===== src/rtl/r2b_row_to_block_h.sv =====
// r2b_row_to_block_h: row-major matrix in, BLOCK_SIZE x BLOCK_SIZE tiles out,
// NUM_CORES_H tiles packed per output word (one tile per core).
// Optional build macro R2B_INDEX_OUT_EN adds out_blk_row / out_slice index outputs.
// Note: rst_n is a synchronous, active-HIGH reset despite its name.
module r2b_row_to_block_h #(
  parameter int unsigned WIDTH       = 16,
  parameter int unsigned FRAC_WIDTH  = 8,
  parameter int unsigned ROW         = 12,
  parameter int unsigned COL         = 6,
  parameter int unsigned BLOCK_SIZE  = 2,
  parameter int unsigned CHUNK_SIZE  = 4,
  parameter int unsigned NUM_CORES_H = 3
) (
  input  logic                                      clk,
  input  logic                                      rst_n,
  input  logic                                      en,
  input  logic                                      in_valid,
  input  logic [WIDTH*COL-1:0]                      in_data,
  output logic [WIDTH*CHUNK_SIZE*NUM_CORES_H-1:0]   out_data,
`ifdef R2B_INDEX_OUT_EN
  output logic [($clog2(ROW/BLOCK_SIZE) > 0 ? $clog2(ROW/BLOCK_SIZE) : 1)-1:0] out_blk_row,
  output logic [($clog2(COL/(BLOCK_SIZE*NUM_CORES_H)) > 0 ? $clog2(COL/(BLOCK_SIZE*NUM_CORES_H)) : 1)-1:0] out_slice,
`endif
  output logic                                      output_ready,
  output logic                                      slice_last,
  output logic                                      buffer_done
);

  localparam int unsigned NSLICE  = COL / (BLOCK_SIZE * NUM_CORES_H);
  localparam int unsigned NBR     = ROW / BLOCK_SIZE;
  localparam int unsigned OUT_N   = CHUNK_SIZE * NUM_CORES_H;
  localparam int unsigned ROW_W   = WIDTH * COL;
  localparam int unsigned OUT_W   = WIDTH * OUT_N;
  localparam int unsigned RC_W    = ($clog2(BLOCK_SIZE) > 0) ? $clog2(BLOCK_SIZE) : 1;
  localparam int unsigned SL_W    = ($clog2(NSLICE) > 0) ? $clog2(NSLICE) : 1;
  localparam int unsigned BR_W    = ($clog2(NBR) > 0) ? $clog2(NBR) : 1;

  // Elaboration-time parameter sanity checks
  if (CHUNK_SIZE != BLOCK_SIZE * BLOCK_SIZE) begin : g_bad_chunk
    $error("CHUNK_SIZE must equal BLOCK_SIZE*BLOCK_SIZE");
  end
  if (NSLICE == 0 || NSLICE > BLOCK_SIZE) begin : g_bad_nslice
    $error("NSLICE must be in 1..BLOCK_SIZE");
  end
  if (FRAC_WIDTH > WIDTH) begin : g_bad_frac
    $error("FRAC_WIDTH must not exceed WIDTH");
  end

  // Ping-pong row storage: bank x row
  logic [ROW_W-1:0] row_buf [2][BLOCK_SIZE];

  logic              wr_bank;
  logic              rd_bank;
  logic [RC_W-1:0]   row_cnt;
  logic [SL_W-1:0]   slice_cnt;
  logic [BR_W-1:0]   blk_row;
  logic              pending;
  logic [OUT_W-1:0]  word_c;
  logic              row_last_c;
  logic              slice_last_c;
  logic              blk_last_c;

  assign row_last_c   = (row_cnt == RC_W'(BLOCK_SIZE - 1));
  assign slice_last_c = (slice_cnt == SL_W'(NSLICE - 1));
  assign blk_last_c   = (blk_row == BR_W'(NBR - 1));

  // Gather the tiles of the current slice from the read bank into one word
  for (genvar k = 0; k < NUM_CORES_H; k++) begin : g_core
    for (genvar r = 0; r < BLOCK_SIZE; r++) begin : g_row
      for (genvar c = 0; c < BLOCK_SIZE; c++) begin : g_col
        localparam int unsigned N = k * CHUNK_SIZE + r * BLOCK_SIZE + c;
        assign word_c[(OUT_N-1-N)*WIDTH +: WIDTH] =
          row_buf[rd_bank][r][(COL - 1 - ((32'(slice_cnt) * NUM_CORES_H + k) * BLOCK_SIZE + c)) * WIDTH +: WIDTH];
      end
    end
  end

  // Row capture into the write bank (data only, no reset needed)
  always_ff @(posedge clk) begin
    if (!rst_n && en && in_valid) begin
      row_buf[wr_bank][row_cnt] <= in_data;
    end
  end

  // Capture bookkeeping, bank swap and slice emission
  always_ff @(posedge clk) begin
    if (rst_n) begin
      wr_bank      <= 1'b0;
      rd_bank      <= 1'b0;
      row_cnt      <= '0;
      slice_cnt    <= '0;
      blk_row      <= '0;
      pending      <= 1'b0;
      out_data     <= '0;
      output_ready <= 1'b0;
      slice_last   <= 1'b0;
      buffer_done  <= 1'b0;
`ifdef R2B_INDEX_OUT_EN
      out_blk_row  <= '0;
      out_slice    <= '0;
`endif
    end else begin
      output_ready <= 1'b0;
      slice_last   <= 1'b0;
      buffer_done  <= 1'b0;
      if (en) begin
        // Emit one slice of the queued bank
        if (pending) begin
          out_data     <= word_c;
          output_ready <= 1'b1;
          slice_last   <= slice_last_c;
          buffer_done  <= slice_last_c && blk_last_c;
`ifdef R2B_INDEX_OUT_EN
          out_blk_row  <= blk_row;
          out_slice    <= slice_cnt;
`endif
          if (slice_last_c) begin
            slice_cnt <= '0;
            pending   <= 1'b0;
            blk_row   <= blk_last_c ? '0 : blk_row + BR_W'(1);
          end else begin
            slice_cnt <= slice_cnt + SL_W'(1);
          end
        end
        // A completed bank takes precedence; emission of the old bank is done by now
        if (in_valid) begin
          if (row_last_c) begin
            row_cnt   <= '0;
            wr_bank   <= ~wr_bank;
            rd_bank   <= wr_bank;
            pending   <= 1'b1;
            slice_cnt <= '0;
          end else begin
            row_cnt <= row_cnt + RC_W'(1);
          end
        end
      end
    end
  end

endmodule


===== config.mk =====
export PLATFORM = sky130hd
export DESIGN_NAME = r2b_row_to_block_h
export DESIGN_NICKNAME = d
export VERILOG_FILES = /design/src/rtl/r2b_row_to_block_h.sv
export SDC_FILE = /design/constraint.sdc
export NUM_CORES = 1
export LEC_CHECK = 0
export ABC_AREA = 1
export CORE_ASPECT_RATIO = 1.2
export CORE_MARGIN = 2
export CORE_UTILIZATION = 41
export CTS_BUF_LIST = sky130_fd_sc_hd__clkbuf_2
export DETAILED_ROUTE_END_ITERATION = 8
export DONT_BUFFER_PORTS = 1
export PLACE_DENSITY = 0.6
export SYNTH_ARGS = -nofsm -noshare
export SYNTH_HDL_FRONTEND = slang
export SYNTH_SLANG_ARGS = --single-unit

===== constraint.sdc =====
create_clock -name clk -period 18.45 [get_ports clk]
set_input_delay 0 -clock clk [delete_from_list [all_inputs] [get_ports clk]]
set_output_delay 0 -clock clk [all_outputs]
set_load 0.1 [all_outputs]

Yosys cells after proc, flatten, opt, wreduce, memory -nomap -nowiden
Memory sizes are Yosys's and may differ from the RTL's. A register that Yosys moved wholly into a read port is not among the register bits. Cells that the tools add are included.

Flip-flop bits (word level): 203. Latch bits: 0. Memory bits (writable): 384. Bits in read-only memories: 0. Output and inout port bits: 195. Word-level logic and storage cells: 74. Memories kept: 1.

Add/subtract/negate cells: 14. $mul: 1. Div/mod/pow operators: 0. Order comparisons: 2. Equal/unequal tests: 1. Shifts and indexed selects: 12. Mux-type cells: 17. Bitwise gates (word level): 5. Reductions and logical operators: 11.

Memories: row_buf (depth 2, bits a word 192, rd ports 1, clocked after Yosys merged registers in 1, write ports 1, RTL line 50) `logic [ROW_W-1:0] row_buf [2][BLOCK_SIZE];`.

Operator list (number): variable part select 96 x 33 -> 16 bit (12); two-way mux 192 bit (1); demux 96 bit (select 1 bit) (1); two-way mux 96 bit (1); subtractor 3 x 28 -> 28 bit, first input constant (2); subtractor 3 x 6 -> 7 bit, first input constant (2); two-way mux 1 bit (13); adder 5 x 1 -> 6 bit, second input constant (2); AND reduction 3 bit (2); subtractor 3 x 5 -> 6 bit, first input constant (1); adder 4 x 1 -> 5 bit, second input constant (1); subtractor 3 x 4 -> 5 bit, first input constant (1); adder 3 x 1 -> 4 bit, second input constant (1); adder 3 x 2 -> 4 bit, second input constant (1); logical AND 1 bit (4); inverter 1 bit (4); AND reduction 2 bit (2); adder 3 x 1 -> 3 bit, second input constant (1); == test 3 bit, second input constant (1); multiplier 1 x 2 -> 3 bit, second input constant (1); two-way mux 3 bit (1); OR reduction 3 bit (1); adder 1 bit, second input constant (2); >= comparator 2 bit, second input constant (1); other kinds (4) (4).

Logic depth before layout (Yosys ltp)
Depth in word-level cells: 6. Mapped depth: 7.

Worst setup path before layout
Ideal clock, no wire load.

Path type: register to register. Start: register row_cnt. End: memory row_buf[1][0] (netlist name), enable pin. Setup time: 0.668 ns. Arrival: 7.069 ns. Data required time: 17.782 ns. Slack: 10.713 ns. Stages on the path, launching flop included: 5. Path buffers: 0. Clock period less this slack: 7.737 ns. Cell sequence: dfxtp_1 > inv_1 > nor2_1 > inv_1 > nor3_1.

Word-level cells in the longest chain between the ends: 6. Elaborated cells between the ends (all ways): 7.

RTL lines: start, declared (RTL line 54) `logic [RC_W-1:0] row_cnt;`; start signal, assigned (RTL line 134) `row_cnt <= row_cnt + RC_W'(1);`; inverter 1 -> 2 bit (implied by the code) * (RTL line 81) `row_buf[wr_bank][row_cnt] <= in_data;`; >= comparator 2 bit (implied by the code) or less-than comparator 2 x 1 -> 1 bit (tied branches) (RTL line 81); logical AND 1 bit (implied by the code) (RTL line 81); two-way mux 96 bit (implied by the code) (RTL line 81); demux 96 bit (select 1 bit) * (RTL line 81); two-way mux 192 bit (implied by the code) * (RTL line 81); end, declared (RTL line 50).

Mark *: on every way between the ends. The rest lies on a longest branch, timed or not.

Final worst setup path
Start: register pending. End: register out_data[150].

Word-level cells in the longest chain between the ends: 1.

RTL lines: start, declared (RTL line 57) `logic pending;`; start signal, assigned (RTL line 93) `pending <= 1'b0;`; start signal, assigned (RTL line 119) `pending <= 1'b0;`; start signal, assigned (RTL line 131) `pending <= 1'b1;`; AND reduction 2 bit (no line); end signal, assigned (RTL line 109) `out_data <= word_c;`; end, declared (RTL line 19) `output logic [WIDTH*CHUNK_SIZE*NUM_CORES_H-1:0] out_data,`.

Every way passes these cells. A chain may end at the register's enable or synchronous reset.

==> metrics.md <==
| Metric | Value |
|---|---|
| RSZ-0062 raised after global routing | no |
| Fillers | 4258 |
| Post-Route WL | 49400 µm |
| Routed Antenna Nets | 0 |
| H-Tree Level Count | 4 |
| Routed vias/inst | 4.95 |
| Area growth from synthesis to layout | 23.5% |
| Setup TNS | 0 ps |
| Pwr Density | 96.3 nW/µm² |
| CTS Root Cell | clkbuf_2 |
| Gr busiest metal | met2 |
| Die H | 249 µm |
| Core ar. | 49400 µm² |
| CTS tree | done |
| Via count | 13415 |
| Cells after DPL | 2146 |
| Critical setup path kind | reg2reg |
| Endpoints failing setup | 0 |
| FP Rows | 89 |
| TritonCTS Buffers | 144 |
| Initial Utilization | 41.6% |
| Layout cells sized above 1 | 16.9% |
| Hold Fails Final Rpt | 0 |
| Multiplexer area fraction after synthesis | 0% |
| Hold Crit Class | in2reg |
| Total track usage | 19.0% |
| Drt wl/cell | 18.2 µm |
| Vias in the first global route | 13576 |
| Largest cells by area after synthesis | edfxtp_1 (56%), dfxtp_1 (20%), o21ai_0 (5.4%), nand3_1 (4.7%), or2_2 (2.7%) |
| IO buf count | 0 |
| Clk_skew | 96.4 ps |
| Nets | 2052 |
| Latest clock arrival within the worst-skew pair | 1280 ps |
| Worst Max-Slew Pin Slew | 1080 ps |
| Crit share post-route | 17.4% |
| Simple-gate share of the synthesized area | 10.5% |
| Die X | 209 µm |
| Post-synth top area share | 56.0% |
| R2R depth | 5 |
| Met3 Use GR | 8.03% |
| Gr ovfl total | 0 |
| Clock slew at reported path FFs | 90 ps |
| Cell taking the most area after synthesis | edfxtp_1 |
| Critical Path Start Type | flip-flop |
| Syn nets | 1700 |
| Synth warn | 0 |
| Worst vdd ir | 0.0000637 V |
| Leakage | 9.17 nW |
| Outcome | complete, no violations |
| Sequential-to-total area share from yosys stat | 75.9% |
| DR DRC count | 0 |
| First-pass GRT wire length | 76600 µm |
| WP data required | 19570 ps |
| Post-Synth Adder-Cell Area | 0% |
| Met1 usage | 22.0% |
| Setup bufs post-CTS | 0 |
| Initial DRT Pass Iterations | 5 |
| Io pins | 295 |
| Main combinational cell family by area after synthesis | simple AND/OR/NAND/NOR gates |
| Final Non-Filler Cells | 2709 |
| Critical Path AT | 4340 ps |
| DR iter-0 viols | 663 |
| GR Util met2 | 31.6% |
| Synthesized instance count | 1600 |
| Placed inst area | 21000 µm² |
| DIE AREA | 52000 µm² |
| Synth Area in Compound Gates | 9.62% |
| Final GP Congestion | 0.741 |
| Netlist Area Pre-Place | 20600 µm² |
| Synth unique cells | 22 |
| Largest net degree at the start of global routing | 126 |
| Crit end category | flip-flop |
| Syn_area_per_cell | 12.9 µm² |
| Post-route cell area | 25400 µm² |
| Max Fanout on Critical Path | 125 |
| Yosys reg bits | 588 |
| Clock sink count | 588 |
| Max cap viols | 0 |
| XOR/XNOR Fraction of Synth Area | 0% |
| Post-DP HPWL | 25600 µm |
| Hold Path Cell Cnt | 5 |
| Final Critical Period | 3220 ps |
| Max Clk Rate | 0.311 GHz |
| Reg2reg setup slack | 15230 ps |
| Slew margin rel. | 27.7% |
| Fin. max-slew vios | 0 |
| Initial antenna violation count | 1 |
| Clock Path Buffers | 3 |
-- worst max-delay path, cell delays in order (launching register included) --
cell	delay [ps]
dfxtp_1	460
nand2_8	510
nor2_4	650
nand2_8	550
buf_4	620
o21ai_0	260
-- cell type report --
type	count	area [µm²]	share of cell area, %
Multi-Input combinational cell	819	4180	16.5
Clock buffer	218	1090	4.29
Inverter	88	338	1.33
Sequential cell	588	15600	61.4
Timing Repair Buffer	311	3080	12.1
Antenna cell	2	5.00	0.0197
Clock inverter	46	309	1.22
Tap cell	637	797	3.14
-- registers in the layout, indices dropped and copies added, names as in the netlist, named ones only --
signal        count
buffer_done       1
rd_bank           1
row_buf         384
slice_last        1
pending           1
out_data        192
output_ready      1
slice_cnt         1
row_cnt           1
blk_row           3
wr_bank           1
-- per-stage QoR --
stage               power [W]  hold WS (ps)  worst slack, ps  util (%)
global placement      0.00152          72.4            15260      42.6
floorplan             0.00151          98.9            10710         -
global route          0.00256           180            14930      51.4
CTS                   0.00248          82.0            15140      51.4
finish                0.00245           349            15230      51.4
detailed placement    0.00153          74.0            15160      42.6
-- where the power goes --
part | switching [W] | leakage, nW | internal (W)
Combinational | 0.0000525 | 3.00 | 0.0000533
Sequential | 0.0000354 | 5.11 | 0.00141
Clock | 0.000519 | 1.05 | 0.000374
Total | 0.000607 | 9.17 | 0.00184
-- cell usage after synthesis --
| master | n |
|---|---|
| dfxtp_1 | 204 |
| buf_6 | 11 |
| nand2_4 | 1 |
| nand2_1 | 141 |
| nor2_1 | 13 |
| edfxtp_1 | 384 |
| inv_2 | 1 |
| a21boi_0 | 39 |
| nor3_1 | 2 |
| nand2_2 | 1 |
| nand3_1 | 193 |
| buf_1 | 11 |
| clkbuf_1 | 62 |
| a21oi_1 | 16 |
| or2_2 | 89 |
| buf_4 | 2 |
| inv_1 | 87 |
| buf_2 | 19 |
| nand4_1 | 2 |
| nor2_4 | 1 |
| o21ai_1 | 99 |
| o21ai_0 | 222 |
-- final timing paths --
kind | from | end
setup / recovery | pending | out_data[150]
hold / removal | en | pending
setup reg to reg | pending | out_data[150]
hold reg to reg | row_buf[0][108] | out_data[44]
-- layer usage --
| layer | up-vias | share of wire, % |
|---|---|---|
| li1 | 6469 | - |
| met4 | 0 | 2.0 |
| met3 | 86 | 8.5 |
| met5 | - | 0 |
| met1 | 6446 | 40 |
| met2 | 414 | 49 |
-- logic make-up after synthesis --
| group | count (synthesis) |
|---|---|
| DFF | 588 |
| and+or+nand+nor | 443 |
| AOI/OAI and AO/OA | 376 |
| buffers and inverters | 193 |
-- cells in the final DEF (no fill, tap or decap), drive strengths merged --
| cell type | instances |
|---|---|
| or2 | 89 |
| nand3 | 193 |
| a21boi | 39 |
| bufinv | 4 |
| clkbuf | 218 |
| nor3 | 2 |
| inv | 93 |
| clkinv | 34 |
| nand2 | 143 |
| dlygate4sd3 | 297 |
| dfxtp | 204 |
| edfxtp | 384 |
| nand4 | 2 |
| a21oi | 16 |
| buf | 14 |
| clkinvlp | 3 |
| o21ai | 321 |
| diode | 2 |
| nor2 | 14 |
-- repair_timing --
item                      4_1_cts  5_1_grt
hold endpoints to repair      972        0
hold buffers                  297        0
gates resized for setup         0        0
Power figures use the tool's default switching activity.
